**src/rtl/bp_fpga_host_axil_pkg.sv**
```systemverilog
// bp_fpga_host_axil_pkg: shared types and constants for the host AXI-Lite master.
// Contents: the sequencer state enum, the AXI response codes and the default protection value.
package bp_fpga_host_axil_pkg;

    typedef enum logic [2:0] {IDLE, WRITE, WRESP, READ, RDATA, RESP} state_e;

    localparam logic [1:0] OKAY   = 2'b00;
    localparam logic [1:0] EXOKAY = 2'b01;
    localparam logic [1:0] SLVERR = 2'b10;
    localparam logic [1:0] DECERR = 2'b11;

    localparam logic [2:0] PROT_DEFAULT = 3'b000;

endpackage

```
**src/rtl/bp_fpga_host_axil_if.sv**
```systemverilog
// bp_fpga_host_axil_if: bundles the command/response handshake and the AXI-Lite master bus.
// Ports and modports:
//   master - the sequencer's view: it takes commands and drives the aw/w/ar channels.
//   slave  - the far side: it drives commands and the AXI-Lite slave responses.
interface bp_fpga_host_axil_if #(
    parameter int AXIL_ADDR_WIDTH = 64,
    parameter int AXIL_DATA_WIDTH = 32
);
    logic                         cmd_v_i;
    logic                         cmd_ready_o;
    logic                         cmd_we_i;
    logic [AXIL_ADDR_WIDTH-1:0]   cmd_addr_i;
    logic [AXIL_DATA_WIDTH-1:0]   cmd_wdata_i;
    logic                         resp_v_o;
    logic                         resp_ready_i;
    logic [AXIL_DATA_WIDTH-1:0]   resp_rdata_o;
    logic                         resp_err_o;
    logic                         timeout_o;
    logic [AXIL_ADDR_WIDTH-1:0]   m_axil_awaddr;
    logic                         m_axil_awvalid;
    logic                         m_axil_awready;
    logic [2:0]                   m_axil_awprot;
    logic [AXIL_DATA_WIDTH-1:0]   m_axil_wdata;
    logic                         m_axil_wvalid;
    logic                         m_axil_wready;
    logic [AXIL_DATA_WIDTH/8-1:0] m_axil_wstrb;
    logic                         m_axil_bvalid;
    logic                         m_axil_bready;
    logic [1:0]                   m_axil_bresp;
    logic [AXIL_ADDR_WIDTH-1:0]   m_axil_araddr;
    logic                         m_axil_arvalid;
    logic                         m_axil_arready;
    logic [2:0]                   m_axil_arprot;
    logic [AXIL_DATA_WIDTH-1:0]   m_axil_rdata;
    logic                         m_axil_rvalid;
    logic                         m_axil_rready;
    logic [1:0]                   m_axil_rresp;

    modport master (
        input  cmd_v_i, cmd_we_i, cmd_addr_i, cmd_wdata_i, resp_ready_i,
               m_axil_awready, m_axil_wready, m_axil_bvalid, m_axil_bresp,
               m_axil_arready, m_axil_rdata, m_axil_rvalid, m_axil_rresp,
        output cmd_ready_o, resp_v_o, resp_rdata_o, resp_err_o, timeout_o,
               m_axil_awaddr, m_axil_awvalid, m_axil_awprot, m_axil_wdata, m_axil_wvalid,
               m_axil_wstrb, m_axil_bready, m_axil_araddr, m_axil_arvalid, m_axil_arprot,
               m_axil_rready
    );

    modport slave (
        output cmd_v_i, cmd_we_i, cmd_addr_i, cmd_wdata_i, resp_ready_i,
               m_axil_awready, m_axil_wready, m_axil_bvalid, m_axil_bresp,
               m_axil_arready, m_axil_rdata, m_axil_rvalid, m_axil_rresp,
        input  cmd_ready_o, resp_v_o, resp_rdata_o, resp_err_o, timeout_o,
               m_axil_awaddr, m_axil_awvalid, m_axil_awprot, m_axil_wdata, m_axil_wvalid,
               m_axil_wstrb, m_axil_bready, m_axil_araddr, m_axil_arvalid, m_axil_arprot,
               m_axil_rready
    );

endinterface

```
**src/rtl/bp_fpga_host_axil_master.sv**
```systemverilog
// bp_fpga_host_axil_master: single-outstanding AXI-Lite master sequencing host MMIO commands.
// Ports:
//   m_axil_aclk    - clock
//   m_axil_aresetn - asynchronous active-low reset
//   bus            - master modport: cmd/resp handshake, sticky watchdog flag, AXI-Lite aw/w/b/ar/r
module bp_fpga_host_axil_master
    import bp_fpga_host_axil_pkg::*;
#(
    parameter int AXIL_ADDR_WIDTH = 64,
    parameter int AXIL_DATA_WIDTH = 32,
    parameter int TIMEOUT_CYCLES  = 1024
) (
    input logic             m_axil_aclk,
    input logic             m_axil_aresetn,
    bp_fpga_host_axil_if.master bus
);

    localparam int CNT_W = $clog2(TIMEOUT_CYCLES + 1);
    localparam logic [CNT_W-1:0] CNT_MAX = CNT_W'(TIMEOUT_CYCLES);

    state_e                     state, state_n;
    logic [AXIL_ADDR_WIDTH-1:0] addr;
    logic [AXIL_DATA_WIDTH-1:0] wdata, rdata;
    logic                       err, aw_done, w_done, timeout, accept, waiting;
    logic [CNT_W-1:0]           wdog;

    assign accept  = bus.cmd_v_i & bus.cmd_ready_o;
    assign waiting = state inside {WRITE, WRESP, READ, RDATA};

    assign bus.cmd_ready_o    = (state == IDLE) & m_axil_aresetn;
    assign bus.resp_v_o       = state == RESP;
    assign bus.resp_rdata_o   = rdata;
    assign bus.resp_err_o     = err;
    assign bus.timeout_o      = timeout;
    // Valids decode straight from registered state, so reset drops them at once.
    assign bus.m_axil_awaddr  = addr;
    assign bus.m_axil_awvalid = (state == WRITE) & ~aw_done;
    assign bus.m_axil_awprot  = PROT_DEFAULT;
    assign bus.m_axil_wdata   = wdata;
    assign bus.m_axil_wvalid  = (state == WRITE) & ~w_done;
    assign bus.m_axil_wstrb   = '1;
    assign bus.m_axil_bready  = state == WRESP;
    assign bus.m_axil_araddr  = addr;
    assign bus.m_axil_arvalid = state == READ;
    assign bus.m_axil_arprot  = PROT_DEFAULT;
    assign bus.m_axil_rready  = state == RDATA;

    always_ff @(posedge m_axil_aclk or negedge m_axil_aresetn) begin
        if (!m_axil_aresetn) state <= IDLE;
        else                 state <= state_n;
    end

    always_comb begin
        state_n = state;
        case (state)
            IDLE:    if (bus.cmd_v_i) state_n = bus.cmd_we_i ? WRITE : READ;
            WRITE:   if ((aw_done | bus.m_axil_awready) & (w_done | bus.m_axil_wready)) state_n = WRESP;
            WRESP:   if (bus.m_axil_bvalid) state_n = RESP;
            READ:    if (bus.m_axil_arready) state_n = RDATA;
            RDATA:   if (bus.m_axil_rvalid) state_n = RESP;
            RESP:    if (bus.resp_ready_i) state_n = IDLE;
            default: state_n = IDLE;
        endcase
    end

    always_ff @(posedge m_axil_aclk or negedge m_axil_aresetn) begin
        if (!m_axil_aresetn) begin
            addr    <= '0;
            wdata   <= '0;
            rdata   <= '0;
            err     <= 1'b0;
            aw_done <= 1'b0;
            w_done  <= 1'b0;
            wdog    <= '0;
            timeout <= 1'b0;
        end else begin
            if (accept) begin
                addr    <= bus.cmd_addr_i;
                wdata   <= bus.cmd_wdata_i;
                aw_done <= 1'b0;
                w_done  <= 1'b0;
                wdog    <= '0;
            end
            // Valid is only high while not done, so ready alone marks the handshake.
            if (state == WRITE) begin
                aw_done <= aw_done | bus.m_axil_awready;
                w_done  <= w_done | bus.m_axil_wready;
            end
            if (state == WRESP && bus.m_axil_bvalid) begin
                rdata <= '0;
                err   <= bus.m_axil_bresp != OKAY;
            end
            if (state == RDATA && bus.m_axil_rvalid) begin
                rdata <= bus.m_axil_rdata;
                err   <= bus.m_axil_rresp != OKAY;
            end
            if (waiting && wdog != CNT_MAX) wdog <= wdog + 1'b1;
            // Flag in the same edge the count reaches the limit; never cleared until reset.
            if (waiting && wdog == CNT_MAX - 1'b1) timeout <= 1'b1;
        end
    end

endmodule

```
**src/flat_wrapper.sv**
```systemverilog
// flat-port wrapper written by rule: the top's interface ports become plain ports
module bp_fpga_host_axil_master_flat import bp_fpga_host_axil_pkg::*;
#(
    parameter int AXIL_ADDR_WIDTH = 64,
    parameter int AXIL_DATA_WIDTH = 32,
    parameter int TIMEOUT_CYCLES  = 1024
)
  (m_axil_aclk, m_axil_aresetn, bus_cmd_v_i, bus_cmd_we_i, bus_cmd_addr_i, bus_cmd_wdata_i, bus_resp_ready_i, bus_m_axil_awready, bus_m_axil_wready, bus_m_axil_bvalid, bus_m_axil_bresp, bus_m_axil_arready, bus_m_axil_rdata, bus_m_axil_rvalid, bus_m_axil_rresp, bus_cmd_ready_o, bus_resp_v_o, bus_resp_rdata_o, bus_resp_err_o, bus_timeout_o, bus_m_axil_awaddr, bus_m_axil_awvalid, bus_m_axil_awprot, bus_m_axil_wdata, bus_m_axil_wvalid, bus_m_axil_wstrb, bus_m_axil_bready, bus_m_axil_araddr, bus_m_axil_arvalid, bus_m_axil_arprot, bus_m_axil_rready);
  bp_fpga_host_axil_if #(.AXIL_ADDR_WIDTH(AXIL_ADDR_WIDTH), .AXIL_DATA_WIDTH(AXIL_DATA_WIDTH)) bus_i ();
  input logic m_axil_aclk;
  input logic m_axil_aresetn;
  input wire logic [$bits(bus_i.cmd_v_i)-1:0] bus_cmd_v_i;
  input wire logic [$bits(bus_i.cmd_we_i)-1:0] bus_cmd_we_i;
  input wire logic [$bits(bus_i.cmd_addr_i)-1:0] bus_cmd_addr_i;
  input wire logic [$bits(bus_i.cmd_wdata_i)-1:0] bus_cmd_wdata_i;
  input wire logic [$bits(bus_i.resp_ready_i)-1:0] bus_resp_ready_i;
  input wire logic [$bits(bus_i.m_axil_awready)-1:0] bus_m_axil_awready;
  input wire logic [$bits(bus_i.m_axil_wready)-1:0] bus_m_axil_wready;
  input wire logic [$bits(bus_i.m_axil_bvalid)-1:0] bus_m_axil_bvalid;
  input wire logic [$bits(bus_i.m_axil_bresp)-1:0] bus_m_axil_bresp;
  input wire logic [$bits(bus_i.m_axil_arready)-1:0] bus_m_axil_arready;
  input wire logic [$bits(bus_i.m_axil_rdata)-1:0] bus_m_axil_rdata;
  input wire logic [$bits(bus_i.m_axil_rvalid)-1:0] bus_m_axil_rvalid;
  input wire logic [$bits(bus_i.m_axil_rresp)-1:0] bus_m_axil_rresp;
  output wire logic [$bits(bus_i.cmd_ready_o)-1:0] bus_cmd_ready_o;
  output wire logic [$bits(bus_i.resp_v_o)-1:0] bus_resp_v_o;
  output wire logic [$bits(bus_i.resp_rdata_o)-1:0] bus_resp_rdata_o;
  output wire logic [$bits(bus_i.resp_err_o)-1:0] bus_resp_err_o;
  output wire logic [$bits(bus_i.timeout_o)-1:0] bus_timeout_o;
  output wire logic [$bits(bus_i.m_axil_awaddr)-1:0] bus_m_axil_awaddr;
  output wire logic [$bits(bus_i.m_axil_awvalid)-1:0] bus_m_axil_awvalid;
  output wire logic [$bits(bus_i.m_axil_awprot)-1:0] bus_m_axil_awprot;
  output wire logic [$bits(bus_i.m_axil_wdata)-1:0] bus_m_axil_wdata;
  output wire logic [$bits(bus_i.m_axil_wvalid)-1:0] bus_m_axil_wvalid;
  output wire logic [$bits(bus_i.m_axil_wstrb)-1:0] bus_m_axil_wstrb;
  output wire logic [$bits(bus_i.m_axil_bready)-1:0] bus_m_axil_bready;
  output wire logic [$bits(bus_i.m_axil_araddr)-1:0] bus_m_axil_araddr;
  output wire logic [$bits(bus_i.m_axil_arvalid)-1:0] bus_m_axil_arvalid;
  output wire logic [$bits(bus_i.m_axil_arprot)-1:0] bus_m_axil_arprot;
  output wire logic [$bits(bus_i.m_axil_rready)-1:0] bus_m_axil_rready;
  assign bus_i.cmd_v_i = bus_cmd_v_i;
  assign bus_i.cmd_we_i = bus_cmd_we_i;
  assign bus_i.cmd_addr_i = bus_cmd_addr_i;
  assign bus_i.cmd_wdata_i = bus_cmd_wdata_i;
  assign bus_i.resp_ready_i = bus_resp_ready_i;
  assign bus_i.m_axil_awready = bus_m_axil_awready;
  assign bus_i.m_axil_wready = bus_m_axil_wready;
  assign bus_i.m_axil_bvalid = bus_m_axil_bvalid;
  assign bus_i.m_axil_bresp = bus_m_axil_bresp;
  assign bus_i.m_axil_arready = bus_m_axil_arready;
  assign bus_i.m_axil_rdata = bus_m_axil_rdata;
  assign bus_i.m_axil_rvalid = bus_m_axil_rvalid;
  assign bus_i.m_axil_rresp = bus_m_axil_rresp;
  assign bus_cmd_ready_o = bus_i.cmd_ready_o;
  assign bus_resp_v_o = bus_i.resp_v_o;
  assign bus_resp_rdata_o = bus_i.resp_rdata_o;
  assign bus_resp_err_o = bus_i.resp_err_o;
  assign bus_timeout_o = bus_i.timeout_o;
  assign bus_m_axil_awaddr = bus_i.m_axil_awaddr;
  assign bus_m_axil_awvalid = bus_i.m_axil_awvalid;
  assign bus_m_axil_awprot = bus_i.m_axil_awprot;
  assign bus_m_axil_wdata = bus_i.m_axil_wdata;
  assign bus_m_axil_wvalid = bus_i.m_axil_wvalid;
  assign bus_m_axil_wstrb = bus_i.m_axil_wstrb;
  assign bus_m_axil_bready = bus_i.m_axil_bready;
  assign bus_m_axil_araddr = bus_i.m_axil_araddr;
  assign bus_m_axil_arvalid = bus_i.m_axil_arvalid;
  assign bus_m_axil_arprot = bus_i.m_axil_arprot;
  assign bus_m_axil_rready = bus_i.m_axil_rready;
  bp_fpga_host_axil_master #(.AXIL_ADDR_WIDTH(AXIL_ADDR_WIDTH), .AXIL_DATA_WIDTH(AXIL_DATA_WIDTH), .TIMEOUT_CYCLES(TIMEOUT_CYCLES)) u_core (.m_axil_aclk(m_axil_aclk), .m_axil_aresetn(m_axil_aresetn), .bus(bus_i));
endmodule
```
**config.mk**
```make
export PLATFORM = sky130hd
export DESIGN_NAME = bp_fpga_host_axil_master_flat
export DESIGN_NICKNAME = d
export VERILOG_FILES = /design/src/rtl/bp_fpga_host_axil_pkg.sv /design/src/rtl/bp_fpga_host_axil_if.sv /design/src/rtl/bp_fpga_host_axil_master.sv /design/src/flat_wrapper.sv
export SDC_FILE = /design/constraint.sdc
export NUM_CORES = 1
export LEC_CHECK = 0
export CORE_MARGIN = 5
export CORE_UTILIZATION = 23
export DETAILED_ROUTE_END_ITERATION = 8
export MAX_ROUTING_LAYER = met4
export PLACE_DENSITY_LB_ADDON = 0.3
export SYNTH_ARGS = -nofsm -noshare
export SYNTH_HDL_FRONTEND = slang
export SYNTH_SLANG_ARGS = --single-unit
```
**constraint.sdc**
```tcl
create_clock -name m_axil_aclk -period 5.1 [get_ports m_axil_aclk]
set_clock_uncertainty 0.15 [all_clocks]
set_input_delay 1.53 -clock m_axil_aclk [delete_from_list [all_inputs] [get_ports m_axil_aclk]]
set_output_delay 1.53 -clock m_axil_aclk [all_outputs]
set_load 0.02 [all_outputs]
```
==> results of run 1 <==
## layout by cell type (no fill, tap or decap), drive strengths merged, types with 2 or more instances in the layout
master and instances:
o31ai 2, nand2b 2, nor3 6, nand4 2
and3 6, a22o 32, clkinv 3, mux2 2
nand3 5, clkdlybuf4s50 341, buf 8, dfrtp 146
nor3b 4, o21a 2, diode 2, nand2 304
o211ai 2, a21oi 4, and2 4, ha 2
clkinvlp 5, conb 10, mux2i 5, o21ai 7
nor2 9, clkbuf 20, inv 8, a211o 3
## sequential cells by signal, summed over array words and instances, names as in the netlist
| signal | cells |
|---|---|
| u_core.bus.resp_rdata_o | 32 |
| u_core.state | 3 |
| u_core.w_done | 1 |
| u_core.bus.m_axil_araddr | 64 |
| u_core.aw_done | 1 |
| u_core.bus.timeout_o | 1 |
| u_core.bus.resp_err_o | 1 |
| u_core.wdog | 11 |
| u_core.bus.m_axil_wdata | 32 |
## metrics by stage
step	hold WS (ns)	std cells	power, uW	utilization	worst slack, ns
floorplan	0.3089	681	4036	-	1.401
global placement	0.3067	1295	5558	0.3554	0.7944
detailed placement	0.3113	1295	5586	0.3554	0.7683
CTS	0.3289	1327	6838	0.3759	0.7544
global route	0.3422	1329	7152	0.3761	0.6860
finish	0.3212	1329	6713	0.3761	0.8012
## power breakdown
group / internal [uW] / switching (uW)
logic: 1640 / 1760
registers: 1680 / 438
clock network: 658 / 536
## worst max path at each step
stage,slack (ns),startpoint,end,cells past startpoint
final,0.80,m_axil_aresetn,bus_cmd_ready_o,3
after detailed placement,0.77,m_axil_aresetn,bus_cmd_ready_o,3
after global routing,0.69,m_axil_aresetn,bus_cmd_ready_o,3
after CTS,0.75,m_axil_aresetn,bus_cmd_ready_o,3
after global placement,0.79,m_axil_aresetn,bus_cmd_ready_o,3
after floorplan,1.40,m_axil_aresetn,bus_cmd_ready_o,1
## area by class of cell
class                      instances  area share
antenna                            2   0.0004910
tap                              372     0.04567
sequential                       146      0.3585
timing repair buffer             349      0.3424
clock buffer                      20     0.04481
multi-input combinational        424      0.1970
inverter                           4    0.001473
clock inverter                    12    0.009698
## routing by layer
layer | vias to the layer above | part of all wire
met5 | - | 0
met4 | 0 | 0.0076
met3 | 8 | 0.094
met2 | 262 | 0.46
met1 | 2544 | 0.44
li1 | 2613 | -
## critical path, delay by kind of cell
kind,cells,cell delay (ns)
buffers and inverters,2,0.81
AND/OR/NAND/NOR,1,0.28
## Yosys cell counts
cell type,instances
nand4_1,2
nor2b_1,1
ha_1,2
o21bai_1,1
and3_1,6
conb_1,2
nand2_1,304
dfrtp_1,146
o22ai_1,1
buf_6,2
a41o_1,1
nor3_4,1
nor4_1,1
nor3_1,5
o22a_1,1
nor4b_2,1
and2_4,1
o2bb2ai_1,1
o21ai_0,7
a211o_1,3
a311o_1,1
a22o_1,32
buf_2,17
buf_4,76
mux2i_1,5
nor2_1,9
inv_1,4
nor4bb_1,1
clkbuf_1,12
mux2_2,2
nor3b_1,4
a21oi_1,4
o31ai_1,2
nand2b_1,2
o211ai_1,2
nand3_1,5
o21a_1,2
a31oi_1,1
and2_1,3
## logic make-up after synthesis
| family | synth area share |
|---|---|
| and+or+nand+nor | 0.2199 |
| buffers and inverters | 0.1161 |
| DFF | 0.5745 |
| AOI/OAI and AO/OA | 0.07299 |
| muxes | 0.01141 |
| other | 0.001181 |
| adders and majority gates | 0.003934 |
==> flow_summary.toml, run 1 <==
[hold_path]
worstHoldPathType = "flop to flop"
hold_depth = 2
min_to = "u_core.bus.m_axil_wdata[21]$_DFFE_PN0P_"
hold_path.startpoint = "u_core.bus.m_axil_wdata[21]$_DFFE_PN0P_"

[synthesis]
yosysUniqueCellTypes = 39
synth.cell_area_sq_um = 6360
synthCells = 673
synth-seq-cells = 146
yosysTopAreaCell = "dfrtp_1"
yosys-top-cells-area = "dfrtp_1 57%, nand2_1 18%, buf_4 9.0%"
yosysTopAreaCellShare = 0.5745
syn_area_per_cell_sq_um = 9.450
ys_warn_count = 0
seq_area_frac_synth = 0.5745

[routing]
dr.pass1.iters = 4
dr_total_vias = 5427
first_iter_violations = 275
wl_per_cell_um = 15.90
drc = 0
viasPerCell = 4.084
wl_um = 21130
route.antenna.remaining_nets = 0

[floorplan]
ios = 353
fp.dieH_um = 176.3
core_area_sq_um = 27100
dieWidth_um = 176.3
start_util = 0.2347
rows = 60
dieArea_sq_um = 31080

[grt]
grtUsageMet1 = 0.1682
busiest_layer = "met2"
grt_antenna_before_repair = 2
track_usage = 0.1361
grt_pass1_vias = 5685
grt_max_degree = 74
grt_pass1_wl_um = 32180
overflow = 0
met3_usage = 0.04861
grtUsageMet2 = 0.2164

[setup_path]
crit_fanout = 13
endpoint_kind = "output port"
r2r_start = "u_core.state[0]$_DFFE_PN0P_"
path_class = "input port to output port"
slowest_delay_ns = 0.67
critical_path_arrival_ns = 2.62
reg2reg_depth = 6
slowest_stage = "clkdlybuf4s50_1"
crit_chain = "buf_6 -> nor4b_2 -> clkdlybuf4s50_1"
reg2reg_slack_ns = 2.62
cp-start-kind = "input port"
worstReg2RegEnd = "u_core.bus.m_axil_araddr[63]$_DFFE_PN0P_"
cp.required_ns = 3.42

[clock_network]
clock_latency_ns = 0.41
post_cts_resize_count = 0
clockRootBuffer = "clkbuf_16"
clkTransAtPathRegs_ns = 0.07
cts_made_buffers = 17
cts-htree-levels = 4
tritoncts = "built"
hold_buffers = 0
clk_path_buf_depth = 2
cts_setup_buffers = 0
clock-sinks = 146

[power]
total_leakage_power_uw = 0.004702
power_density_nw_per_um2 = 658.6
vdd_ir_drop_max_uv = 280.1

[timing]
setup_viol_count_final = 0
rsz0062_at_grt = "false"
tns_ns = 0
timing_hold_violations_final = 0
relSlewSlack = 0.1710
maxSlewViolCount = 0
tightest_slew_ns = 1.243
period_share = 0.8429
period_minus_slack_ns = 4.299
fmax_mhz = 232.6

[cells_and_area]
nets = 1086
drive_gt1_frac = 0.04817
seqCellArea_sq_um = 3654
fin_area_sq_um = 10190
area_delta_synth_final_pct = 60.26
multi_input_area_sq_um = 2008
fillerInstances = 2741

[place]
port_buffers = 342
place_hpwl_um = 15220
gp_congestion = 0.7590
placed_cell_area_sq_um = 9632

[run]
drv_cap = 0

[run_status]
outcome = "complete, no violations"
Note: power is estimated with default switching activity, not from simulation.
==> run 2: changes to the inputs <==
Clock period 5.1 ns to 4.35 ns, I/O delays scaled along.
==> flow_summary.toml, run 2 (synthesized netlist as in run 1, its figures left out) <==
[grt]
grt_pass1_vias = 5600
track_usage = 0.1339
grt_max_degree = 147
grt_antenna_before_repair = 1
grt_pass1_wl_um = 31690
overflow = 0

[cells_and_area]
fin_area_sq_um = 10260
largest_reg_flops = 64
drive_gt1_frac = 0.04916
final_cell_mix = "341 x clkdlybuf4s50_1, 303 x nand2_1, 146 x dfrtp_1, 32 x a22o_1, 17 x clkbuf_16"
area_delta_synth_final_pct = 61.32
multi_input_area_sq_um = 2008
seqCellArea_sq_um = 3654
final_common_cell = "clkdlybuf4s50_1"
nets = 1087
fillerInstances = 2749
final_util = 0.3786

[routing]
route.antenna.remaining_nets = 0
drc = 0
first_iter_violations = 244
dr_total_vias = 5466
dr.pass1.iters = 5
viasPerCell = 4.113
wl_um = 20970
wl_per_cell_um = 15.78

[timing]
timing_hold_violations_final = 0
setup_viol_count_final = 0
relSlewSlack = 0.4620
tns_ns = 0
tightest_slew_ns = 0.8070
period_minus_slack_ns = 3.746
rsz0062_at_grt = "false"
period_share = 0.8612
fmax_mhz = 266.9
maxSlewViolCount = 0

[hold_path]
worstHoldPathType = "flop to flop"

[clock_network]
clk_path_buf_depth = 2
cts-htree-levels = 4
clock-sinks = 146
clockRootBuffer = "clkbuf_16"
hold_buffers = 0
cts_made_buffers = 17
cts_setup_buffers = 0
clock_latency_ns = 0.41
tritoncts = "built"
clkTransAtPathRegs_ns = 0.06
post_cts_resize_count = 0

[setup_path]
endpoint_kind = "output port"
cp-start-kind = "input port"
cp.required_ns = 2.89
critical_path_arrival_ns = 2.29
crit_fanout = 2
path_class = "input port to output port"

[floorplan]
start_util = 0.2347
core_area_sq_um = 27100
rows = 60
ios = 353
dieWidth_um = 176.3
fp.dieH_um = 176.3
dieArea_sq_um = 31080

[run]
drv_cap = 0

[place]
port_buffers = 342
gp_congestion = 0.7503
placed_cell_area_sq_um = 9664
place_hpwl_um = 15160

[power]
vdd_ir_drop_max_uv = 295.9
power_density_nw_per_um2 = 778.8
total_leakage_power_uw = 0.004741

[run_status]
outcome = "complete, no violations"
[run 2: critical path: stages]
cell and delay, ns:
buf_6 0.08, nor4b_2 0.24, clkdlybuf4s50_1 0.67
[run 2: final timing paths]
path / startpoint / to / slack [ns] / cells past startpoint
hold / removal: u_core.bus.m_axil_wdata[7]$_DFFE_PN0P_ / u_core.bus.m_axil_wdata[7]$_DFFE_PN0P_ / 0.32 / 2
min in group asynchronous: m_axil_aresetn / u_core.bus.resp_rdata_o[29]$_DFFE_PN0P_ / 0.87 / 2
hold reg to reg: u_core.bus.m_axil_wdata[7]$_DFFE_PN0P_ / u_core.bus.m_axil_wdata[7]$_DFFE_PN0P_ / 0.32 / 2
setup / recovery: m_axil_aresetn / bus_cmd_ready_o / 0.60 / 3
max in group asynchronous: m_axil_aresetn / u_core.bus.m_axil_araddr[43]$_DFFE_PN0P_ / 2.58 / 2
setup reg to reg: u_core.state[0]$_DFFE_PN0P_ / u_core.wdog[3]$_DFFE_PN0P_ / 2.07 / 5
[run 2: stage by stage]
step | setup WS [ns] | total power [uW] | instances | hold WS [ns]
after global placement | 0.6099 | 6532 | 1296 | 0.3076
after floorplan | 1.101 | 4732 | 681 | 0.3089
after global routing | 0.5563 | 8508 | 1329 | 0.3474
after detailed placement | 0.6177 | 6570 | 1296 | 0.3114
after CTS | 0.6014 | 8141 | 1328 | 0.3279
final | 0.6038 | 7990 | 1329 | 0.3239
[run 2: layer usage]
layer	GRT usage	vias up	part of all wire
met5	-	-	0
met4	0.03736	0	0.012
met3	0.05332	14	0.11
met2	0.2109	261	0.46
met1	0.1600	2572	0.43
li1	-	2619	-
[run 2: power breakdown]
group	internal [uW]	leakage (uW)	switching, uW
Sequential	1970	0.00185	511
Clock	872	0.000279	630
Combinational	1930	0.00261	2080
[run 2: cell type report]
class	instances	area share
Sequential cell	146	0.3561
Timing Repair Buffer	350	0.3433
Multi-Input combinational cell	424	0.1957
Tap cell	372	0.04537
Clock buffer	19	0.04317
Clock inverter	13	0.01463
Inverter	4	0.001463
Antenna cell	1	0.0002439
==> run 3: changes to the inputs <==
Settings changed: MAX_ROUTING_LAYER met4 to default.
==> flow_summary.toml, run 3 (synthesized netlist as in run 1, its figures left out) <==
[setup_path]
crit_end = "bus_cmd_ready_o"
path_class = "input port to output port"
cp-start-kind = "input port"
cp.required_ns = 2.89
crit_fanout = 2
reg2reg_depth = 5
endpoint_kind = "output port"
critical_path_arrival_ns = 2.29
worstReg2RegEnd = "u_core.wdog[3]$_DFFE_PN0P_"
reg2reg_slack_ns = 2.07
r2r_start = "u_core.state[0]$_DFFE_PN0P_"
startpoint = "m_axil_aresetn"

[routing]
viasPerCell = 4.109
first_iter_violations = 260
dr.pass1.iters = 6
wl_per_cell_um = 15.82
drc = 0
route.antenna.remaining_nets = 0
wl_um = 21010
dr_total_vias = 5457

[place]
gp_congestion = 0.7410
port_buffers = 342
pre_cts_ws_ns = 0.6177
place_hpwl_um = 15160
placed_cell_area_sq_um = 9664

[power]
seqPwrFrac = 0.310
power_density_nw_per_um2 = 779.4
vdd_ir_drop_max_uv = 293.7
clockPowerShare = 0.188
p_switching_uw = 3221
comb_power_share = 0.501
p_int_uw = 4774
total_leakage_power_uw = 0.004741
p_sw_frac = 0.4029

[timing]
relSlewSlack = 0.4356
rsz0062_at_grt = "false"
hold_ws_ns = 0.3238
tightest_slew_ns = 0.8465
maxSlewViolCount = 0
tns_ns = 0
timing_hold_violations_final = 0
setup_slack_ns = 0.6074
period_minus_slack_ns = 3.743
setup_viol_count_final = 0
fmax_mhz = 267.2
period_share = 0.8604

[clock_network]
clock_latency_ns = 0.41
hold_buffers = 0
clk_path_buf_depth = 2
cts-htree-levels = 4
cts_made_buffers = 17
post_cts_resize_count = 0
clkTransAtPathRegs_ns = 0.06
clock-sinks = 146
cts_setup_buffers = 0
clockRootBuffer = "clkbuf_16"
tritoncts = "built"

[grt]
grt_pass1_wl_um = 31850
grt_max_degree = 147
track_usage = 0.1301
grt_antenna_before_repair = 1
overflow = 0
grt_pass1_vias = 5551

[run]
drv_cap = 0

[hold_path]
worstHoldPathType = "flop to flop"

[cells_and_area]
final_common_cell = "clkdlybuf4s50_1"
drive_gt1_frac = 0.04916
nets = 1087
final_util = 0.3785
fillerInstances = 2750
final_cell_mix = "341 x clkdlybuf4s50_1, 303 x nand2_1, 146 x dfrtp_1, 32 x a22o_1, 17 x clkbuf_16"
area_delta_synth_final_pct = 61.28
diodes = 0
fin_area_sq_um = 10260
largest_reg_flops = 64

[floorplan]
fp.dieH_um = 176.3
ios = 353
rows = 60
dieWidth_um = 176.3
start_util = 0.2347
dieArea_sq_um = 31080
core_area_sq_um = 27100

[run_status]
outcome = "complete, no violations"
## run 3: changes by cell type in the layout (fill, tap and decap cells not counted), sizes merged
cell   previous run  this run
diode             1         0
## run 3: final cells by class
cell class / instances / area [sq um] / share of cell area
tap: 372 / 465.4 / 0.04538
clock inverter: 13 / 150.1 / 0.01464
multi-input combinational: 424 / 2008 / 0.1958
inverter: 4 / 15.01 / 0.001464
timing repair buffer: 350 / 3522 / 0.3434
clock buffer: 19 / 442.9 / 0.04318
sequential: 146 / 3654 / 0.3562
## run 3: how the worst min path moves through the flow
stage,slack [ns],cells past startpoint,endpoint,startpoint
after global placement,0.31,2,u_core.bus.m_axil_wdata[15]$_DFFE_PN0P_,u_core.bus.m_axil_wdata[15]$_DFFE_PN0P_
after detailed placement,0.31,2,u_core.bus.m_axil_wdata[12]$_DFFE_PN0P_,u_core.bus.m_axil_wdata[12]$_DFFE_PN0P_
after floorplan,0.31,1,u_core.wdog[10]$_DFFE_PN0P_,u_core.wdog[10]$_DFFE_PN0P_
final,0.32,2,u_core.bus.m_axil_wdata[7]$_DFFE_PN0P_,u_core.bus.m_axil_wdata[7]$_DFFE_PN0P_
after global routing,0.35,2,u_core.bus.m_axil_wdata[21]$_DFFE_PN0P_,u_core.bus.m_axil_wdata[21]$_DFFE_PN0P_
after CTS,0.33,2,u_core.bus.m_axil_wdata[7]$_DFFE_PN0P_,u_core.bus.m_axil_wdata[7]$_DFFE_PN0P_
## run 3: metrics by stage
step,power (uW),instances
floorplan,4732,681
global placement,6532,1296
detailed placement,6570,1296
CTS,8141,1328
global route,8510,1328
finish,7995,1328
## run 3: critical path, stage by stage
cell and delay [ns]:
buf_6 0.08, nor4b_2 0.24, clkdlybuf4s50_1 0.67
## run 3: layer usage
metal	share of wire	track usage	routed length, um
met1	0.41	0.1561	8666
met3	0.12	0.05974	2482
met2	0.46	0.2105	9603
met5	0.00062	0	13
met4	0.011	0.03736	239
## run 3: power groups by stage
stage | sequential, uW | clock [uW] | combinational, uW
floorplan | 3050 | 0 | 1680
global placement | 2490 | 0 | 4040
detailed placement | 2500 | 0 | 4070
CTS | 2490 | 1570 | 4080
global route | 2590 | 1620 | 4290
finish | 2480 | 1500 | 4010
